<file path="src/rtl/cdb_arbiter_pkg.sv">
// Shared types and sizes for the writeback arbiter and its users.
// bypass_entry_t is the broadcast record; cdb_entry_t adds the ROB tag for ROB writeback.
package cdb_arbiter_pkg;

    localparam int NUM_FU         = 5;
    localparam int BYPASS_LENGTH  = 3;
    localparam int PHYS_REG_IDX_W = 6;
    localparam int INT_DATA_W     = 32;
    localparam int ROB_IDX_W      = 4;
    localparam int FU_IDX_W       = $clog2(NUM_FU);

    typedef enum logic [FU_IDX_W-1:0] {
        FU_ALU = 3'd0,
        FU_MEM = 3'd1,
        FU_MUL = 3'd2,
        FU_DIV = 3'd3,
        FU_FPU = 3'd4
    } fu_type_e;

    typedef struct packed {
        logic                      valid;
        logic [PHYS_REG_IDX_W-1:0] phys_rd;
        logic [INT_DATA_W-1:0]     result;
    } bypass_entry_t;

    typedef struct packed {
        bypass_entry_t  entry;
        logic [ROB_IDX_W:0] rob_idx;
    } cdb_entry_t;

endpackage

</file>
<file path="src/rtl/cdb_arbiter_rr.sv">
// Generic combinational round-robin picker: the search starts just after last_i and wraps.
// Also reused by issue-queue select, so it holds no state of its own.
module rr_arbiter #(
    parameter int N = 5
) (
    input  logic [N-1:0]         req_i,
    input  logic [$clog2(N)-1:0] last_i,
    input  logic                 en_i,
    output logic [N-1:0]         grant_o,
    output logic [$clog2(N)-1:0] grant_idx_o,
    output logic                 valid_o
);

    localparam int IW = $clog2(N);

    logic [IW-1:0] idx;

    always_comb begin
        grant_o     = '0;
        grant_idx_o = last_i;
        valid_o     = 1'b0;
        idx         = '0;
        for (int off = 1; off <= N; off++) begin
            idx = IW'((int'(last_i) + off) % N);
            if (en_i && !valid_o && req_i[idx]) begin
                grant_o[idx] = 1'b1;
                grant_idx_o  = idx;
                valid_o      = 1'b1;
            end
        end
    end

endmodule

</file>
<file path="src/rtl/cdb_arbiter.sv">
// Writeback arbiter: grants one functional unit per cycle onto the registered CDB
// and keeps a short history of recent broadcasts for wakeup and forwarding.
module cdb_arbiter
    import cdb_arbiter_pkg::*;
(
    input  logic                                      clk,
    input  logic                                      rst,
    input  logic                                      flush_i,
    input  logic [NUM_FU-1:0]                         fu_valid_i,
    input  logic [NUM_FU-1:0][PHYS_REG_IDX_W-1:0]     fu_phys_rd_i,
    input  logic [NUM_FU-1:0][INT_DATA_W-1:0]         fu_result_i,
    input  logic [NUM_FU-1:0][ROB_IDX_W:0]            fu_rob_idx_i,
    output logic [NUM_FU-1:0]                         fu_ready_o,
    output bypass_entry_t                             cdb_o,
    output logic [ROB_IDX_W:0]                        cdb_rob_idx_o,
    output bypass_entry_t [BYPASS_LENGTH-1:0]         bypass_o
);

    logic [FU_IDX_W-1:0] last_grant_q, last_grant_d;
    logic [FU_IDX_W-1:0] grant_idx;
    logic [NUM_FU-1:0]   grant;
    logic                grant_vld;
    logic                arb_en;
    cdb_entry_t          cdb_q, cdb_d;

    // Flush and reset both suppress grants so no unit sees a handshake it cannot complete.
    assign arb_en = ~flush_i & ~rst;

    rr_arbiter #(.N(NUM_FU)) u_rr (
        .req_i       (fu_valid_i),
        .last_i      (last_grant_q),
        .en_i        (arb_en),
        .grant_o     (grant),
        .grant_idx_o (grant_idx),
        .valid_o     (grant_vld)
    );

    assign fu_ready_o = grant;

    always_comb begin
        last_grant_d      = last_grant_q;
        cdb_d             = cdb_q;
        cdb_d.entry.valid = 1'b0;
        if (grant_vld) begin
            last_grant_d        = grant_idx;
            cdb_d.entry.valid   = 1'b1;
            cdb_d.entry.phys_rd = fu_phys_rd_i[grant_idx];
            cdb_d.entry.result  = fu_result_i[grant_idx];
            cdb_d.rob_idx       = fu_rob_idx_i[grant_idx];
        end
    end

    always_ff @(posedge clk or posedge rst) begin
        if (rst) begin
            last_grant_q <= FU_IDX_W'(NUM_FU - 1);
            cdb_q        <= '0;
        end else begin
            last_grant_q <= last_grant_d;
            cdb_q        <= cdb_d;
        end
    end

    assign cdb_o         = cdb_q.entry;
    assign cdb_rob_idx_o = cdb_q.rob_idx;
    assign bypass_o[0]   = cdb_q.entry;

    // History shifts every cycle so that index equals age; a flush invalidates what shifts in.
    for (genvar gi = 1; gi < BYPASS_LENGTH; gi++) begin : g_hist
        bypass_entry_t prev;
        bypass_entry_t hist_q;

        if (gi == 1) begin : g_first
            assign prev = cdb_q.entry;
        end else begin : g_rest
            assign prev = g_hist[gi-1].hist_q;
        end

        always_ff @(posedge clk or posedge rst) begin
            if (rst) begin
                hist_q <= '0;
            end else begin
                hist_q <= {prev.valid & ~flush_i, prev.phys_rd, prev.result};
            end
        end

        assign bypass_o[gi] = hist_q;
    end

endmodule

</file>
<file path="config.mk">
export PLATFORM = sky130hd
export DESIGN_NAME = cdb_arbiter
export DESIGN_NICKNAME = d
export VERILOG_FILES = /design/src/rtl/cdb_arbiter_pkg.sv /design/src/rtl/cdb_arbiter_rr.sv /design/src/rtl/cdb_arbiter.sv
export SDC_FILE = /design/constraint.sdc
export NUM_CORES = 1
export LEC_CHECK = 0
export BUFFER_PORTS_ARGS = -buffer_cell sky130_fd_sc_hd__buf_4
export CAP_MARGIN = 20
export CORE_AREA = 2 2 150 152
export CTS_CLUSTER_SIZE = 30
export DETAILED_ROUTE_END_ITERATION = 8
export DIE_AREA = 0 0 152 154
export PLACE_DENSITY = 0.65
export SETUP_SLACK_MARGIN = 0.3
export SYNTH_ARGS = -nofsm -noshare
export SYNTH_HDL_FRONTEND = slang
export SYNTH_SLANG_ARGS = --single-unit
</file>
<file path="constraint.sdc">
create_clock -name clk -period 11.47 [get_ports clk]
set_input_delay 1.147 -clock clk [delete_from_list [all_inputs] [get_ports clk]]
set_output_delay 1.147 -clock clk [all_outputs]
set_load 0.1 [all_outputs]
</file>
==> metrics.log, run 1 <==
[metrics] outcome: finished, final reports clean
[metrics] number of hold-repair buffers added at the cts stage: 0
[metrics] worst path arrival time: 6200 ps
[metrics] tightest slew margin relative to the limit: 30.65%
[metrics] maximum clock skew at final layout: 11.59 ps
[metrics] Post-Synthesis Cell Area: 0.007656 mm^2
[metrics] post-CTS repair timing setup buffer count: 0
[metrics] core area: 0.02169 mm^2
[metrics] clock tree from TritonCTS: yes
[metrics] via total after detailed routing: 7275
[metrics] library cell with the highest instance count after synthesis: sky130_fd_sc_hd__dfrtp_1
[metrics] vias per cell: 5.334
[metrics] Fill cells: 2020
[metrics] slew at the pin closest to its max-slew limit: 1037 ps
[metrics] number of instances in the synthesized netlist: 740
[metrics] pin count of the biggest net entering global routing: 75
[metrics] total of warnings raised by yosys: 0
[metrics] Design Area, Final: 0.01103 mm^2
[metrics] library cell used as clock root buffer: sky130_fd_sc_hd__clkbuf_16
[metrics] accumulated negative setup slack: 0 ps
[metrics] number of global-route vias before repair: 7332
[metrics] detail-routed net length per standard cell: 22.37 um
[metrics] most frequent cells after synthesis: 124 x sky130_fd_sc_hd__dfrtp_1, 67 x sky130_fd_sc_hd__nand2_1, 51 x sky130_fd_sc_hd__buf_4, 49 x sky130_fd_sc_hd__mux2i_1, 45 x sky130_fd_sc_hd__a221o_1
[metrics] HPWL reported at the end of detailed placement: 23.83 mm
[metrics] Top-Level Pins: 389
[metrics] drt pass-1 iters: 5
[metrics] clock sink count: 125
[metrics] DRT iter0 DRCs: 506
[metrics] wire length after detailed routing: 30.52 mm
[metrics] synth unique cells: 81
[metrics] number of nets with antenna violations after routing: 0
[metrics] max-slew violation count: 0
[metrics] number of antenna violations at the first check in global routing: 0
[metrics] Hold Vio Cnt, Final: 0
[metrics] Maximum Capacitance Violations: 0
[metrics] biggest area consumer among synthesized cells: sky130_fd_sc_hd__dfrtp_1
[metrics] Synth area leaders: sky130_fd_sc_hd__dfrtp_1 41%, sky130_fd_sc_hd__mux2i_1 6.4%, sky130_fd_sc_hd__a221o_1 5.9%, sky130_fd_sc_hd__buf_4 5.0%, sky130_fd_sc_hd__mux2_2 4.9%
[metrics] crit path capture type: output pin
[metrics] area overhead of the layout relative to synthesis: 44.01%
[metrics] post-synthesis sequential element count: 125
[metrics] drc violations: 0
[metrics] startpoint kind of the worst setup timing path: flip-flop
[metrics] number of enable flip-flop cells after synthesis: 0
[metrics] clock latency reported for the late side of the worst-skew pair: 410 ps
[metrics] leftover overflow at the end of global routing: 0
[metrics] number of buffers inserted during clock tree synthesis: 17
[metrics] worst setup path startpoint: last_grant_q[0]
[metrics] cell area after placement: 0.01045 mm^2
[metrics] Achievable Freq: 136.1 MHz
[metrics] count of final setup violators: 0
[metrics] final worst path period need: 7349 ps
[metrics] share of cells above drive strength 1: 45.48%
[metrics] type of the worst setup path: flip-flop to output pin
[metrics] standard-cell row count: 54
[metrics] clk slew on worst S/H paths: 70 ps
[metrics] Synth Flop Type: sky130_fd_sc_hd__dfrtp_1
[metrics] final antenna diode count: 0
[metrics] Die Span Y: 154 um
[metrics] sequential share of the synthesized area: 40.87%
[metrics] start of the worst register-to-register path: last_grant_q[1]
[metrics] largest fanout on the critical path: 45
[metrics] Min-Delay Path Class: flip-flop to flip-flop
[metrics] level count of the clock H-tree: 4
[metrics] final period utilization: 64.07%
[metrics] top cell type's share of synthesized area: 40.53%
[metrics] floorplan die width: 152 um
[metrics] starting utilization of the core area: 35.30%
[metrics] Gates resized, CTS repair: 0
[metrics] first-pass GRT wire length: 45.43 mm
[metrics] Worst EP required: 10320 ps
[metrics] IO Port Bufs: 388
[metrics] Hold Path Origin: bypass_o[76]
[metrics] mean instance size in the synthesized netlist: 10.35 um^2
[metrics] GR Util All Layers: 25.39%
[metrics] Mapped Nets: 991
[metrics] maximum buffer depth of the clock tree: 2
[metrics] Post-layout nets: 1322
[metrics] async set-or-reset flop fraction in the synthesized netlist: 100.0%
[metrics] RePlAce Congestion: 0.9406
[metrics] RSZ-0062 raised after global routing: no
[metrics] Die Footprint: 0.02341 mm^2
## worst paths after layout
check	to	slack (ps)	cells after the start
max in group asynchronous	bypass_o[32]	9280	3
min	bypass_o[115]	370	0
min reg2reg	bypass_o[115]	370	0
max	fu_ready_o[4]	4120	18
max reg2reg	bypass_o[27]	4360	22
min in group asynchronous	last_grant_q[0]	790	2
## layer usage
metal  routed length [um]  global-route usage, %
met1                12530                  33.32
met2                14830                  41.78
met3                 2468                  6.342
met4                  685                  7.121
met5                    0                      0
## cell families after synthesis
group,Yosys count,share of synthesized area [%]
mux,97,13.61
simple gates,192,13.25
buf+inv,106,8.449
fa+ha+maj,28,4.674
flops,125,40.87
compound gates,181,17.88
xor+xnor,11,1.258
## final cells by class
class	instances	area, um^2	share of cell area, %
multi-input combinational	509	3905	35.42
sequential	125	3129	28.38
timing repair buffer	395	2978	27.01
clock buffer	18	439.2	3.983
tap	280	350.3	3.177
clock inverter	14	132.6	1.203
inverter	23	91.34	0.8284
## registers in the layout (all words and copies together) (netlist names)
signal,cells
cdb_rob_idx_o,5
bypass_o,117
last_grant_q,3
## critical path: stages, from the launching register on
cell and delay (ps):
sky130_fd_sc_hd__dfrtp_1 370, sky130_fd_sc_hd__buf_4 270, sky130_fd_sc_hd__ha_1 380, sky130_fd_sc_hd__xnor2_1 860, sky130_fd_sc_hd__ha_1 290, sky130_fd_sc_hd__inv_1 50
sky130_fd_sc_hd__ha_1 280, sky130_fd_sc_hd__nand4b_1 140, sky130_fd_sc_hd__o22ai_1 110, sky130_fd_sc_hd__a221oi_2 770, sky130_fd_sc_hd__or4_1 210, sky130_fd_sc_hd__o311ai_1 120
sky130_fd_sc_hd__or3_4 510, sky130_fd_sc_hd__a31oi_1 410, sky130_fd_sc_hd__nor3_4 70, sky130_fd_sc_hd__buf_4 310, sky130_fd_sc_hd__inv_2 130, sky130_fd_sc_hd__and2_2 180
sky130_fd_sc_hd__buf_4 290
## metrics by stage
stage	cells	worst slack (ps)	util, %	hold WS (ps)
after floorplan	740	4412	-	936.6
after global routing	1364	3604	50.84	380.0
after global placement	1332	4376	48.20	356.6
final	1364	4121	50.84	371.8
after detailed placement	1332	4401	48.20	361.8
after CTS	1364	4076	50.84	369.7
## cell usage in the layout (no fill, tap or decap), types with 14 or more instances in the layout
master | synthesis | routed
sky130_fd_sc_hd__a21oi_1 | 21 | 21
sky130_fd_sc_hd__a221o_1 | 45 | 45
sky130_fd_sc_hd__buf_4 | 51 | 394
sky130_fd_sc_hd__clkbuf_16 | 0 | 17
sky130_fd_sc_hd__dfrtp_1 | 124 | 124
sky130_fd_sc_hd__ha_1 | 27 | 27
sky130_fd_sc_hd__inv_1 | 19 | 18
sky130_fd_sc_hd__mux2_1 | 14 | 14
sky130_fd_sc_hd__mux2_2 | 33 | 33
sky130_fd_sc_hd__mux2i_1 | 49 | 49
sky130_fd_sc_hd__nand2_1 | 67 | 67
sky130_fd_sc_hd__nand3_1 | 16 | 16
sky130_fd_sc_hd__nor2_1 | 27 | 27
sky130_fd_sc_hd__o21ai_0 | 25 | 25
sky130_fd_sc_hd__o21ai_1 | 32 | 32
Power of run 1 is not shown: default switching activity piles up to over one toggle a cycle in this logic, so the estimate is an artifact.
==> run 2: changes to the inputs <==
- CORE_AREA: 2 2 150 152 -> 2 2 151 153
- DIE_AREA: 0 0 152 154 -> 0 0 153 155
- PLACE_DENSITY: 0.65 -> 0.67
- clock period: 11.47 -> 6.26 ns (I/O delays scaled with it)
==> run 2 against run 1 <==
Effect of this change:
- critical endpoint unchanged
- utilization up 0.11 points
- sequential cell count unchanged
- final area increased by 2.7%
- critical path depth down 1
- non-clock buffer count rose by 10
- largest cell class unchanged
- sequential share of layout area shrank 0.69 points
- hold slack worse by 82 ps
- cell count rose by 1.2%
==> metrics.log, run 2 (synthesis gave the netlist of run 1 again) <==
[metrics] start of the worst register-to-register path: last_grant_q[2] (was last_grant_q[1])
[metrics] capturing point of the worst reg2reg path: bypass_o[15] (was bypass_o[27])
[metrics] maximum buffer depth of the clock tree: 2 (unchanged)
[metrics] max-slew violation count: 0 (unchanged)
[metrics] number of buffers inserted during clock tree synthesis: 17 (unchanged)
[metrics] starting utilization of the core area: 34.44% (was 35.30%)
[metrics] post-route setup slack: 532.2 ps (was 4121 ps)
[metrics] IO Port Bufs: 388 (unchanged)
[metrics] most used cells in the layout excluding fill and tap cells: 398 x sky130_fd_sc_hd__buf_4, 122 x sky130_fd_sc_hd__dfrtp_1, 67 x sky130_fd_sc_hd__nand2_1 (was 394 x sky130_fd_sc_hd__buf_4, 124 x sky130_fd_sc_hd__dfrtp_1, 67 x sky130_fd_sc_hd__nand2_1)
[metrics] count of final setup violators: 0 (unchanged)
[metrics] maximum clock skew at final layout: 11.12 ps (was 11.59 ps)
[metrics] share of cells above drive strength 1: 47.17% (was 45.48%)
[metrics] drc violations: 0 (unchanged)
[metrics] clock tree from TritonCTS: yes (unchanged)
[metrics] Top-Level Pins: 389 (unchanged)
[metrics] clock latency reported for the late side of the worst-skew pair: 410 ps (about the same)
[metrics] Maximum Capacitance Violations: 0 (unchanged)
[metrics] library cell used as clock root buffer: sky130_fd_sc_hd__clkbuf_16 (unchanged)
[metrics] type of the worst setup path: flip-flop to output pin (unchanged)
[metrics] slew at the pin closest to its max-slew limit: 873.0 ps (was 1037 ps)
[metrics] number of global-route vias before repair: 7083 (was 7332)
[metrics] Die Footprint: 0.02372 mm^2 (was 0.02341 mm^2)
[metrics] Min-Delay Path Class: input pin to async pin (was flip-flop to flip-flop)
[metrics] via total after detailed routing: 7216 (was 7275)
[metrics] accumulated negative setup slack: 0 ps (unchanged)
[metrics] utilization after layout: 50.94% (was 50.84%)
[metrics] number of antenna violations at the first check in global routing: 1 (was 0)
[metrics] RSZ-0062 raised after global routing: yes (was no)
[metrics] worst-case register-to-register setup slack: 660 ps (was 4360 ps)
[metrics] clock sink count: 125 (unchanged)
[metrics] first-pass GRT wire length: 42.89 mm (was 45.43 mm)
[metrics] vias per cell: 5.225 (was 5.334)
[metrics] clk slew on worst S/H paths: 60 ps (was 70 ps)
[metrics] slowest cell on the critical path: sky130_fd_sc_hd__dfstp_4 (was sky130_fd_sc_hd__xnor2_1)
[metrics] GR Util All Layers: 23.64% (was 25.39%)
[metrics] core area: 0.02223 mm^2 (was 0.02169 mm^2)
[metrics] worst path arrival time: 5100 ps (was 6200 ps)
[metrics] standard-cell row count: 55 (was 54)
[metrics] number of nets with antenna violations after routing: 0 (unchanged)
[metrics] DRT iter0 DRCs: 411 (was 506)
[metrics] number of flip-flops in the largest register: 117 (unchanged)
[metrics] Critical Path, Cell by Cell: inv_1 > ha_2 > nor3_4 > nand2b_1 > xnor2_1 > ha_1 > fa_1 > o21ai_4 > mux2_2 > or3_1 > o31ai_4 > or3_4 > nor2_1 > a2111o_1 > a21oi_2 > and2_2 > buf_8 (was buf_4 > ha_1 > xnor2_1 > ha_1 > inv_1 > ha_1 > nand4b_1 > o22ai_1 > a221oi_2 > or4_1 > o311ai_1 > or3_4 > a31oi_1 > nor3_4 > buf_4 > inv_2 > and2_2 > buf_4)
[metrics] largest fanout on the critical path: 17 (was 45)
[metrics] reg2reg path depth: 17 (was 22)
[metrics] final period utilization: 91.50%
[metrics] drt pass-1 iters: 5 (unchanged)
[metrics] wire length after detailed routing: 29.28 mm (was 30.52 mm)
[metrics] HPWL reported at the end of detailed placement: 22.50 mm (was 23.83 mm)
[metrics] leftover overflow at the end of global routing: 0 (unchanged)
[metrics] Worst EP required: 5630 ps (was 10320 ps)
[metrics] slowest cell delay on critical path: 730 ps (was 860 ps)
[metrics] Setup WS pre-CTS: 476.3 ps (was 4401 ps)
[metrics] RePlAce Congestion: 0.9490 (was 0.9406)
[metrics] pin count of the biggest net entering global routing: 69 (was 75)
[metrics] level count of the clock H-tree: 4 (unchanged)
[metrics] Post-layout nets: 1332 (was 1322)
[metrics] area overhead of the layout relative to synthesis: 47.90% (was 44.01%)
[metrics] Hold Vio Cnt, Final: 0 (unchanged)
[metrics] detail-routed net length per standard cell: 21.20 um (was 22.37 um)
[metrics] outcome: finished, final reports clean (unchanged)
[metrics] final worst path period need: 5728 ps
[metrics] floorplan die width: 153 um (was 152 um)
[metrics] leading cell type in the layout, fill and taps excluded: sky130_fd_sc_hd__buf_4 (unchanged)
[metrics] Die Span Y: 155 um (was 154 um)
[metrics] crit path capture type: output pin (unchanged)
[metrics] startpoint kind of the worst setup timing path: flip-flop (unchanged)
[metrics] Achievable Freq: 174.6 MHz
[metrics] Hold Slack: 289.7 ps (was 371.8 ps)
[metrics] tightest slew margin relative to the limit: 41.80% (was 30.65%)
run 2: cell types whose count changed in the layout (fill, tap and decap cells not counted), sizes merged:
cell	delta
buf	+10
bufinv	+3
inv	-3
diode	+2
clkbuf	+1
clkinvlp	-1
run 2: layer usage:
layer | global-route usage [%] | part of all wire, %
met1 | 30.39 | 42
met2 | 38.18 | 47
met3 | 5.822 | 7.3
met4 | 10.05 | 3.6
met5 | 0 | 0
run 2: worst max-delay path by stage:
stage	start	endpoint	slack [ps]	cells past startpoint
after floorplan	last_grant_q[0]	fu_ready_o[0]	350	22
after global placement	last_grant_q[0]	bypass_o[31]	440	19
after detailed placement	last_grant_q[0]	bypass_o[31]	480	19
after CTS	last_grant_q[1]	fu_ready_o[0]	320	22
after global routing	last_grant_q[1]	fu_ready_o[1]	280	22
final	last_grant_q[2]	fu_ready_o[4]	530	17
run 2: worst max-delay path, delay by kind of cell, from the launching register on:
family                     cells  cell delay (ps)
AOI/OAI and AO/OA              4              800
buffers and inverters          2              370
and+or+nand+nor                6             1130
adders and majority gates      3             1090
xor gates and xnor gates       1              170
muxes                          1              390
DFF                            1              730
run 2: cell type report:
cell class                 count  area, um^2
timing repair buffer         405        3105
multi-input combinational    509        3993
clock buffer                  19       442.9
clock inverter                13       188.9
tap                          285       356.6
antenna                        2       5.005
sequential                   125        3136
fill                        2013       10900
inverter                      23       96.34
run 2: what timing repair did:
item,in CTS,in global routing
endpoints found under the hold margin,0,0
cloned,0,0
gates resized for setup,4,15
setup endpoints to repair,5,48
pin swaps,0,2
hold buffers,0,0
buffers inserted,0,2
run 2: through the flow:
stage	instances	cell area [um^2]
global route	1380	11320
finish	1381	11320
floorplan	740	7687
detailed placement	1345	10580
global placement	1345	10580
CTS	1377	11230
Power of run 2 is left out for the same reason.
